## config.mk

```make
export PLATFORM = sky130hd
export DESIGN_NAME = rx_adc_frontend
export DESIGN_NICKNAME = d
export VERILOG_FILES = /design/src/rtl/rx_adc_frontend_pkg.sv /design/src/rtl/rx_adc_frontend_dcoffset.sv /design/src/rtl/rx_adc_frontend_rssi.sv /design/src/rtl/setting_reg.sv /design/src/rtl/rx_adc_frontend.sv
export SDC_FILE = /design/constraint.sdc
export NUM_CORES = 1
export LEC_CHECK = 0
export ABC_AREA = 1
export CAP_MARGIN = 40
export CORE_MARGIN = 10
export CORE_UTILIZATION = 60
export CTS_CLUSTER_SIZE = 12
export DETAILED_ROUTE_END_ITERATION = 10
export GPL_ROUTABILITY_DRIVEN = 0
export PLACE_DENSITY = 0.91
export SLEW_MARGIN = 20
export SYNTH_ARGS = -nofsm -noshare
export SYNTH_HDL_FRONTEND = slang
export SYNTH_HIERARCHICAL = 1
export SYNTH_SLANG_ARGS = --single-unit
```

## constraint.sdc

```tcl
create_clock -name clock -period 7 [get_ports clock]
set_input_delay 1.4 -clock clock [delete_from_list [all_inputs] [get_ports clock]]
set_output_delay 1.4 -clock clock [all_outputs]
set_load 0.01 [all_outputs]
```

## src/rtl/rx_adc_frontend_pkg.sv

```systemverilog
// rtl/rx_adc_frontend_pkg.sv - shared widths, settings addresses and saturation helper for the ADC front end
package rx_adc_frontend_pkg;

    localparam int ADC_W    = 12;
    localparam int SAMPLE_W = 16;
    localparam int SET_AW   = 7;
    localparam int SET_DW   = 32;

    localparam logic [SET_AW-1:0] DCO_EN_ADDR_DEF = 7'd10;
    localparam logic [SET_AW-1:0] OFFSET_ADDR_DEF = 7'd11;

    // Clamp a 17-bit two's-complement difference into the signed 16-bit range.
    function automatic logic [SAMPLE_W-1:0] sat16(input logic [SAMPLE_W:0] v);
        if (v[SAMPLE_W] != v[SAMPLE_W-1])
            return v[SAMPLE_W] ? 16'h8000 : 16'h7FFF;
        else
            return v[SAMPLE_W-1:0];
    endfunction

endpackage

```

## src/rtl/rx_adc_frontend_dcoffset.sv

```systemverilog
// rtl/rx_adc_frontend_dcoffset.sv - offset integrator with round-toward-zero and saturating subtract
module rx_dcoffset
    import rx_adc_frontend_pkg::*;
#(
    parameter logic [SET_AW-1:0] OFFSET_ADDR = OFFSET_ADDR_DEF
) (
    input  logic                clock,
    input  logic                reset,
    input  logic                dco_en,
    input  logic                serial_strobe,
    input  logic [SET_AW-1:0]   serial_addr,
    input  logic [15:0]         offset_data,
    input  logic [ADC_W-1:0]    adc_r,
    output logic [SAMPLE_W-1:0] adc_corr
);

    logic [31:0]         integ;
    logic [SAMPLE_W-1:0] x;
    logic [SAMPLE_W-1:0] scaled;
    logic [SAMPLE_W:0]   diff;
    logic [SAMPLE_W-1:0] d;
    logic                rnd;

    assign x      = {adc_r[ADC_W-1], adc_r, 3'b000};
    // Negative integrator with a nonzero fraction rounds up, so the offset truncates toward zero.
    assign rnd    = integ[31] & (|integ[15:0]);
    assign scaled = integ[31:16] + {15'd0, rnd};
    assign diff   = {x[SAMPLE_W-1], x} - {scaled[SAMPLE_W-1], scaled};
    assign d      = sat16(diff);

    always_ff @(posedge clock or negedge reset) begin
        if (!reset) begin
            integ    <= '0;
            adc_corr <= '0;
        end else begin
            adc_corr <= d;
            if (serial_strobe && serial_addr == OFFSET_ADDR)
                integ <= {offset_data, 16'h0000};
            else if (dco_en)
                integ <= integ + {{16{d[SAMPLE_W-1]}}, d};
        end
    end

endmodule

```

## src/rtl/rx_adc_frontend_rssi.sv

```systemverilog
// rtl/rx_adc_frontend_rssi.sv - leaky level and overrange accumulators with a 1024-cycle time constant
module rssi
    import rx_adc_frontend_pkg::*;
(
    input  logic             clock,
    input  logic             reset,
    input  logic             enable,
    input  logic [ADC_W-1:0] adc_r,
    output logic [31:0]      rssi
);

    logic [25:0]      lvl_int;
    logic [25:0]      ov_int;
    logic [ADC_W-1:0] abs_val;
    logic             over;

    assign abs_val = adc_r[ADC_W-1] ? ~adc_r : adc_r;
    assign over    = (adc_r == 12'h7FF) | (adc_r == 12'h800);

    // Each accumulator settles at input*1024, so the top 16 bits track the input without wrapping.
    always_ff @(posedge clock or negedge reset) begin
        if (!reset) begin
            lvl_int <= '0;
            ov_int  <= '0;
        end else if (!enable) begin
            lvl_int <= '0;
            ov_int  <= '0;
        end else begin
            lvl_int <= lvl_int + {14'd0, abs_val} - {10'd0, lvl_int[25:10]};
            ov_int  <= ov_int + (over ? 26'd65535 : 26'd0) - {10'd0, ov_int[25:10]};
        end
    end

    assign rssi = {ov_int[25:10], lvl_int[25:10]};

endmodule

```

## src/rtl/setting_reg.sv

```systemverilog
// rtl/setting_reg.sv - settings-bus register loaded on a strobe to its address
module setting_reg #(
    parameter int            AW   = 7,
    parameter int            DW   = 32,
    parameter logic [AW-1:0] ADDR = '0
) (
    input  logic          clock,
    input  logic          reset,
    input  logic          strobe,
    input  logic [AW-1:0] addr,
    input  logic [DW-1:0] data,
    output logic [DW-1:0] value
);

    always_ff @(posedge clock or negedge reset) begin
        if (!reset)
            value <= '0;
        else if (strobe && addr == ADDR)
            value <= data;
    end

endmodule

```

## src/rtl/rx_adc_frontend.sv

```systemverilog
// rtl/rx_adc_frontend.sv - ADC input register, DC-offset removal and RSSI/overrange measurement
module rx_adc_frontend
    import rx_adc_frontend_pkg::*;
#(
    parameter logic [SET_AW-1:0] DCO_EN_ADDR = DCO_EN_ADDR_DEF,
    parameter int                DCO_EN_BIT  = 0,
    parameter logic [SET_AW-1:0] OFFSET_ADDR = OFFSET_ADDR_DEF
) (
    input  logic                clock,
    input  logic                reset,
    input  logic                enable,
    input  logic [SET_AW-1:0]   serial_addr,
    input  logic [SET_DW-1:0]   serial_data,
    input  logic                serial_strobe,
    input  logic [ADC_W-1:0]    adc_in,
    output logic [SAMPLE_W-1:0] adc_corr,
    output logic [31:0]         rssi
);

    logic [ADC_W-1:0]  adc_r;
    logic [SET_DW-1:0] dco_reg;
    logic              dco_en;
    logic              unused_dco;

    always_ff @(posedge clock or negedge reset) begin
        if (!reset)
            adc_r <= '0;
        else
            adc_r <= adc_in;
    end

    setting_reg #(.AW(SET_AW), .DW(SET_DW), .ADDR(DCO_EN_ADDR)) u_dco_reg (
        .clock  (clock),
        .reset  (reset),
        .strobe (serial_strobe),
        .addr   (serial_addr),
        .data   (serial_data),
        .value  (dco_reg)
    );

    assign dco_en     = dco_reg[DCO_EN_BIT];
    assign unused_dco = ^{dco_reg, serial_data[SET_DW-1:16]};

    rx_dcoffset #(.OFFSET_ADDR(OFFSET_ADDR)) u_dcoffset (
        .clock         (clock),
        .reset         (reset),
        .dco_en        (dco_en),
        .serial_strobe (serial_strobe),
        .serial_addr   (serial_addr),
        .offset_data   (serial_data[15:0]),
        .adc_r         (adc_r),
        .adc_corr      (adc_corr)
    );

    rssi u_rssi (
        .clock  (clock),
        .reset  (reset),
        .enable (enable),
        .adc_r  (adc_r),
        .rssi   (rssi)
    );

endmodule

```

# [After elaboration in Yosys (flattened, before gate mapping)]
# Cells that the tools add are included.
[word_totals] register_bits=113 latchBits=0 ram_bits=0 mem_bits_ro=0 inputBits=55 out_inout_bits=48 wordCells=33 memories=0
[classes] addsub=7 mul=0 n_div=0 order_cmp=0 n_eq_ne=5 shifts=0 muxes=8 bitwise_logic=3 n_reduce_logical=4
[ops] cell="32-bit 2-to-1 mux" n=2
[ops] cell="26-bit 2-to-1 mux" n=2
[ops] cell="26-bit by 16-bit subtractor with 26-bit output" n=2
[ops] cell="16-bit 2-to-1 mux" n=3
[ops] cell="32-bit adder" n=1
[ops] cell="26-bit by 12-bit adder with 26-bit output" n=1
[ops] cell="26-bit adder" n=1
[ops] cell="15-bit by 16-bit subtractor with 17-bit output" n=1
[ops] cell="16-bit by 1-bit adder with 16-bit output" n=1
[ops] cell="16-bit OR reduction" n=1
[ops] cell="7-bit by 4-bit equality test with 1-bit output (second input constant)" n=2
[ops] cell="12-bit by 11-bit equality test with 1-bit output (second input constant)" n=1
[ops] cell="12-bit equality test (second input constant)" n=1
[ops] cell="12-bit 2-to-1 mux" n=1
[ops] cell="12-bit inverter" n=1
[ops] cell="1-bit logical AND" n=2
[ops] cell="2-bit nonzero test" n=1
[ops] cell="1-bit AND" n=1
[ops] cell="1-bit != test" n=1
[ops] cell="1-bit OR" n=1

# [Logic depth before layout (Yosys ltp)]
[depth] depth_word=9 mapped_depth=40

# [Hierarchy]
# The synthesis kept the hierarchy.
[by_module_without_submodules] mod="rssi" n_inst=1 cells_each=1048 area_per_inst_um2=6531.3 seq_area_each_um2=1301.2
[by_module_without_submodules] mod="rx_dcoffset" n_inst=1 cells_each=928 area_per_inst_um2=5597.9 seq_area_each_um2=1201.2
[by_module_without_submodules] mod="setting_reg" n_inst=1 cells_each=149 area_per_inst_um2=1296.2 seq_area_each_um2=800.8
[by_module_without_submodules] mod="rx_adc_frontend" n_inst=1 cells_each=12 area_per_inst_um2=300.3 seq_area_each_um2=300.3

# [Worst setup path before layout]
# OpenSTA, ideal clock, no wires.
[synth_path] kind="register -> register" from="reg u_dcoffset.integ[9]" to="reg u_dcoffset.integ[30]" setup_ns=0.117 t_arrival_ns=5.393 t_required_ns=6.883 path_slack_ns=1.490 stages_incl_launch_ff=41 period_less_slack_ns=5.510 cell_sequence="dfrtp_1 nor4_1 a41oi_1 ha_1 ha_1 nand2_1 nor2_1 nand3_1 inv_1 nand4_1 nor2_1 nand3_1 xor2_1 ha_1 nand2_1 nor4_1 nand2_1 nand2_1 [5 not listed] nand2_1 nand2_1 inv_1 ha_1 inv_1 fa_1 inv_1 nand3_1 nand3_1 nand2_1 nand2_1 nand2_1 nand2_1 nand2_1 nand2_1 nand2_1 nand3_1 nand2_1"
[synth_via] elab_chain_len=9 elab_cells_between_ends=10 cone_classes="3 x add/sub; 1 x eq/ne; 4 x mux; 1 x bitwise; 1 x reduce/logical"
[synth_rtl] item="start, declared" line_no="rx_adc_frontend_dcoffset.sv:17" text="logic [31:0] integ;"
[synth_rtl] item="start signal, assigned" line_no="rx_adc_frontend_dcoffset.sv:38" text="integ <= {offset_data, 16'h0000};"
[synth_rtl] item="start signal, assigned" line_no="rx_adc_frontend_dcoffset.sv:40" text="integ <= integ + {{16{d[SAMPLE_W-1]}}, d};"
[synth_rtl] item="16-bit OR reduction (*)" line_no="rx_adc_frontend_dcoffset.sv:26" text="assign rnd = integ[31] & (|integ[15:0]);"
[synth_rtl] item="1-bit AND (*)" line_no="rx_adc_frontend_dcoffset.sv:26"
[synth_rtl] item="16-bit by 1-bit adder with 16-bit output (*)" line_no="rx_adc_frontend_dcoffset.sv:27" text="assign scaled = integ[31:16] + {15'd0, rnd};"
[synth_rtl] item="15-bit by 16-bit subtractor with 17-bit output (*)" line_no="rx_adc_frontend_dcoffset.sv:28" text="assign diff = {x[SAMPLE_W-1], x} - {scaled[SAMPLE_W-1], scaled};"
[synth_rtl] item="16-bit 2-to-1 mux / 1-bit != test (equally long branches)" line_no="rx_adc_frontend_pkg.sv:15, rx_adc_frontend_pkg.sv:14"
[synth_rtl] item="16-bit 2-to-1 mux (*)" line_no="rx_adc_frontend_pkg.sv:14" text="if (v[SAMPLE_W] != v[SAMPLE_W-1])"
[synth_rtl] item="named net u_dcoffset.d[0]" line_no="rx_adc_frontend_dcoffset.sv:21" text="logic [SAMPLE_W-1:0] d;"
[synth_rtl] item="32-bit adder (*)" line_no="rx_adc_frontend_dcoffset.sv:40"
[synth_rtl] item="32-bit 2-to-1 mux (*)" line_no="rx_adc_frontend_dcoffset.sv:39" text="else if (dco_en)"
[synth_rtl] item="32-bit 2-to-1 mux (*)" line_no="rx_adc_frontend_dcoffset.sv:37" text="if (serial_strobe && serial_addr == OFFSET_ADDR)"
# The timed path passes the listed nets; every way through them passes the cells marked *. The select of a mux whose other input is x is not followed.
# A chain may end at the register's enable or synchronous reset.

# [Worst setup path in the final report]
[layout_path] from="reg u_dcoffset.integ[9]" to="reg u_dcoffset.integ[22]"
# Same word-level chain as after synthesis.

==> results.md <==
* Status: complete, no violations
* Total grt overflow at 0
* Total global-route track usage at between 20% and 30%
* WHS at between 500 and 600 ps
* First-pass DRT Iterations at 6
* Crit-path slowest cell: nor4_1
* Vias in the first global route at approximately 12000
* Core ar. at 20400 sq um
* Io pins at about 100
* Worst hold-check path type: register to register
* RSZ-0062 raised after global routing: no
* Critical path's most frequent cell: nand2_1
* Worst-Margin Slew at between 700 and 800 ps
* Max-slew headroom at between 50% and 60%
* Drt total wl at 35.4 mm
* Drt drc at 0
* Syn Inst Count at around 2000
* HPWL after DPL at 27.1 mm
* Fin nets at about 2300
* Clock Sinks at approximately 110
* Vias/cell at ~5.5
* Mean Syn Cell Area at between 6 and 7 sq um
* Ys Warns at 6
* First-pass GRT wire length at around 58 mm
* Synthesized area at 12500 sq um
* CTS tree: yes
* Maxcap violations at 0
* Hold-fix buffers, CTS at 0
* Antenna-violating nets left at 0
* FP Rows at 52
* Clock latency on the worst-skew pair at around 430 ps
* CP Class: register to register
* Dpl cells at 2316
* Vias at around 13000
* Fmax at roughly 0.15 GHz
* Port bufs at between 80 and 90
* Layout cells sized above 1 at 3.99%
* Arr. time, crit path at just under 7000 ps
* Horiz. Die Dim at between 150 and 200 um
* Final setup TNS at 0 ps
* Final Skew at roughly 11 ps
* Die H at 165 um
* Max incr delay on CP at 480 ps
* CP Launch Type: register
* Fin crit share at between 90% and 100%
* Initial DRC Count at 1321
* WL/cell at 15.1 um
* Largest net degree at the start of global routing at between 40 and 50
* Max FO, Critical Path at 9
* Setup crit end kind: register
* Final hold viol count at 0
* Initial antenna violation count at 0
* Root Driver: clkbuf_16
* P&R area growth vs syn at 12.5%
* Post-layout min period at approximately 6500 ps
* Syn nets at 2204
* H-tree depth at 4
* Final std cells w/o fill at between 2000 and 2500
* Die footprint at around 27000 sq um
* Longest Clk Path Bufs at 2
* Initial Utilization at between 60% and 70%
* Ant diodes at 0
* Final core occ at about 70%
* Num CTS Buffers at 17
* Clock-pin slew on the worst setup and hold paths at ~50 ps
* Required time of the critical path at roughly 7300 ps
* Max-slew violations at 0
* Final setup violating endpoints at 0
layer usage:
| metal | GRT usage, % | vias up | wire length [um] |
|---|---|---|---|
| li1 | - | 6291 | - |
| met1 | 30.8 | 5846 | 13600 |
| met2 | 45.4 | 685 | 17200 |
| met3 | 4.63 | 146 | 3090 |
| met4 | 11.9 | 0 | 1500 |
| met5 | 0 | - | 0 |
worst paths after layout:
path                                      from                      to  slack (ps)  depth (start not counted)
hold / removal             u_dcoffset/integ[6]     u_dcoffset/integ[6]         550                          2
setup reg to reg           u_dcoffset/integ[9]    u_dcoffset/integ[22]         510                         38
min in group asynchronous                reset      u_rssi/lvl_int[24]         990                          1
hold reg to reg            u_dcoffset/integ[6]     u_dcoffset/integ[6]         550                          2
setup / recovery           u_dcoffset/integ[9]    u_dcoffset/integ[22]         510                         38
max in group asynchronous                reset  u_dcoffset/adc_corr[7]        4890                          3
placed cells by master, fill, tap and decap left out, types with 3 or more instances in the layout:
cell and instances:
dfrtp_1 113, nor2_2 14, nand2_1 633, clkdlybuf4s50_1 85, clkbuf_16 17, a21o_1 3
and2_1 4, nor4_1 13, nand3b_1 9, nor3_1 16, nand2_2 9, nand3_2 6
nand4_1 15, xnor2_1 14, xor2_1 20, buf_4 4, nand3_1 138, fa_1 28
nor2_1 159, inv_1 434, o21ai_0 55, a21oi_1 107, o21bai_1 14, ha_1 113
clkinv_2 3, o21ai_1 6, bufinv_16 4
flip-flops by register name, summed over array words and instances, names as in the netlist:
register,flops
adc_r,12
u_rssi/lvl_int,26
u_dcoffset/adc_corr,16
u_rssi/ov_int,26
u_dco_reg/value,1
u_dcoffset/integ,32
per-stage QoR:
stage               instance area (sq um)  setup WS [ps]
finish                              14100            508
global route                        14100           15.1
CTS                                 14000            480
detailed placement                  13400            526
global placement                    13400            743
floorplan                           12500           1490
critical path, delay by kind of cell, from the launching register on:
family | cells | cell delay [ps]
simple gates | 23 | 2700
fa+ha+maj | 6 | 1920
compound gates | 3 | 610
buf+inv | 5 | 580
flops | 1 | 410
xor+xnor | 1 | 150
layout make-up:
type / count / area [sq um]
sequential: 113 / 2830
tap: 270 / 338
inverter: 438 / 1650
clock buffer: 20 / 457
multi-input combinational: 1405 / 7730
fill: 1615 / 6270
clock inverter: 10 / 160
timing repair buffer: 93 / 938
what timing repair did:
action	in CTS	in global routing
endpoints found under the setup margin	0	5
gates resized for setup	0	3
setup buffers	0	0
Power is not shown: default switching activity piles up to over one toggle a cycle in this logic, so the estimate is an artifact.
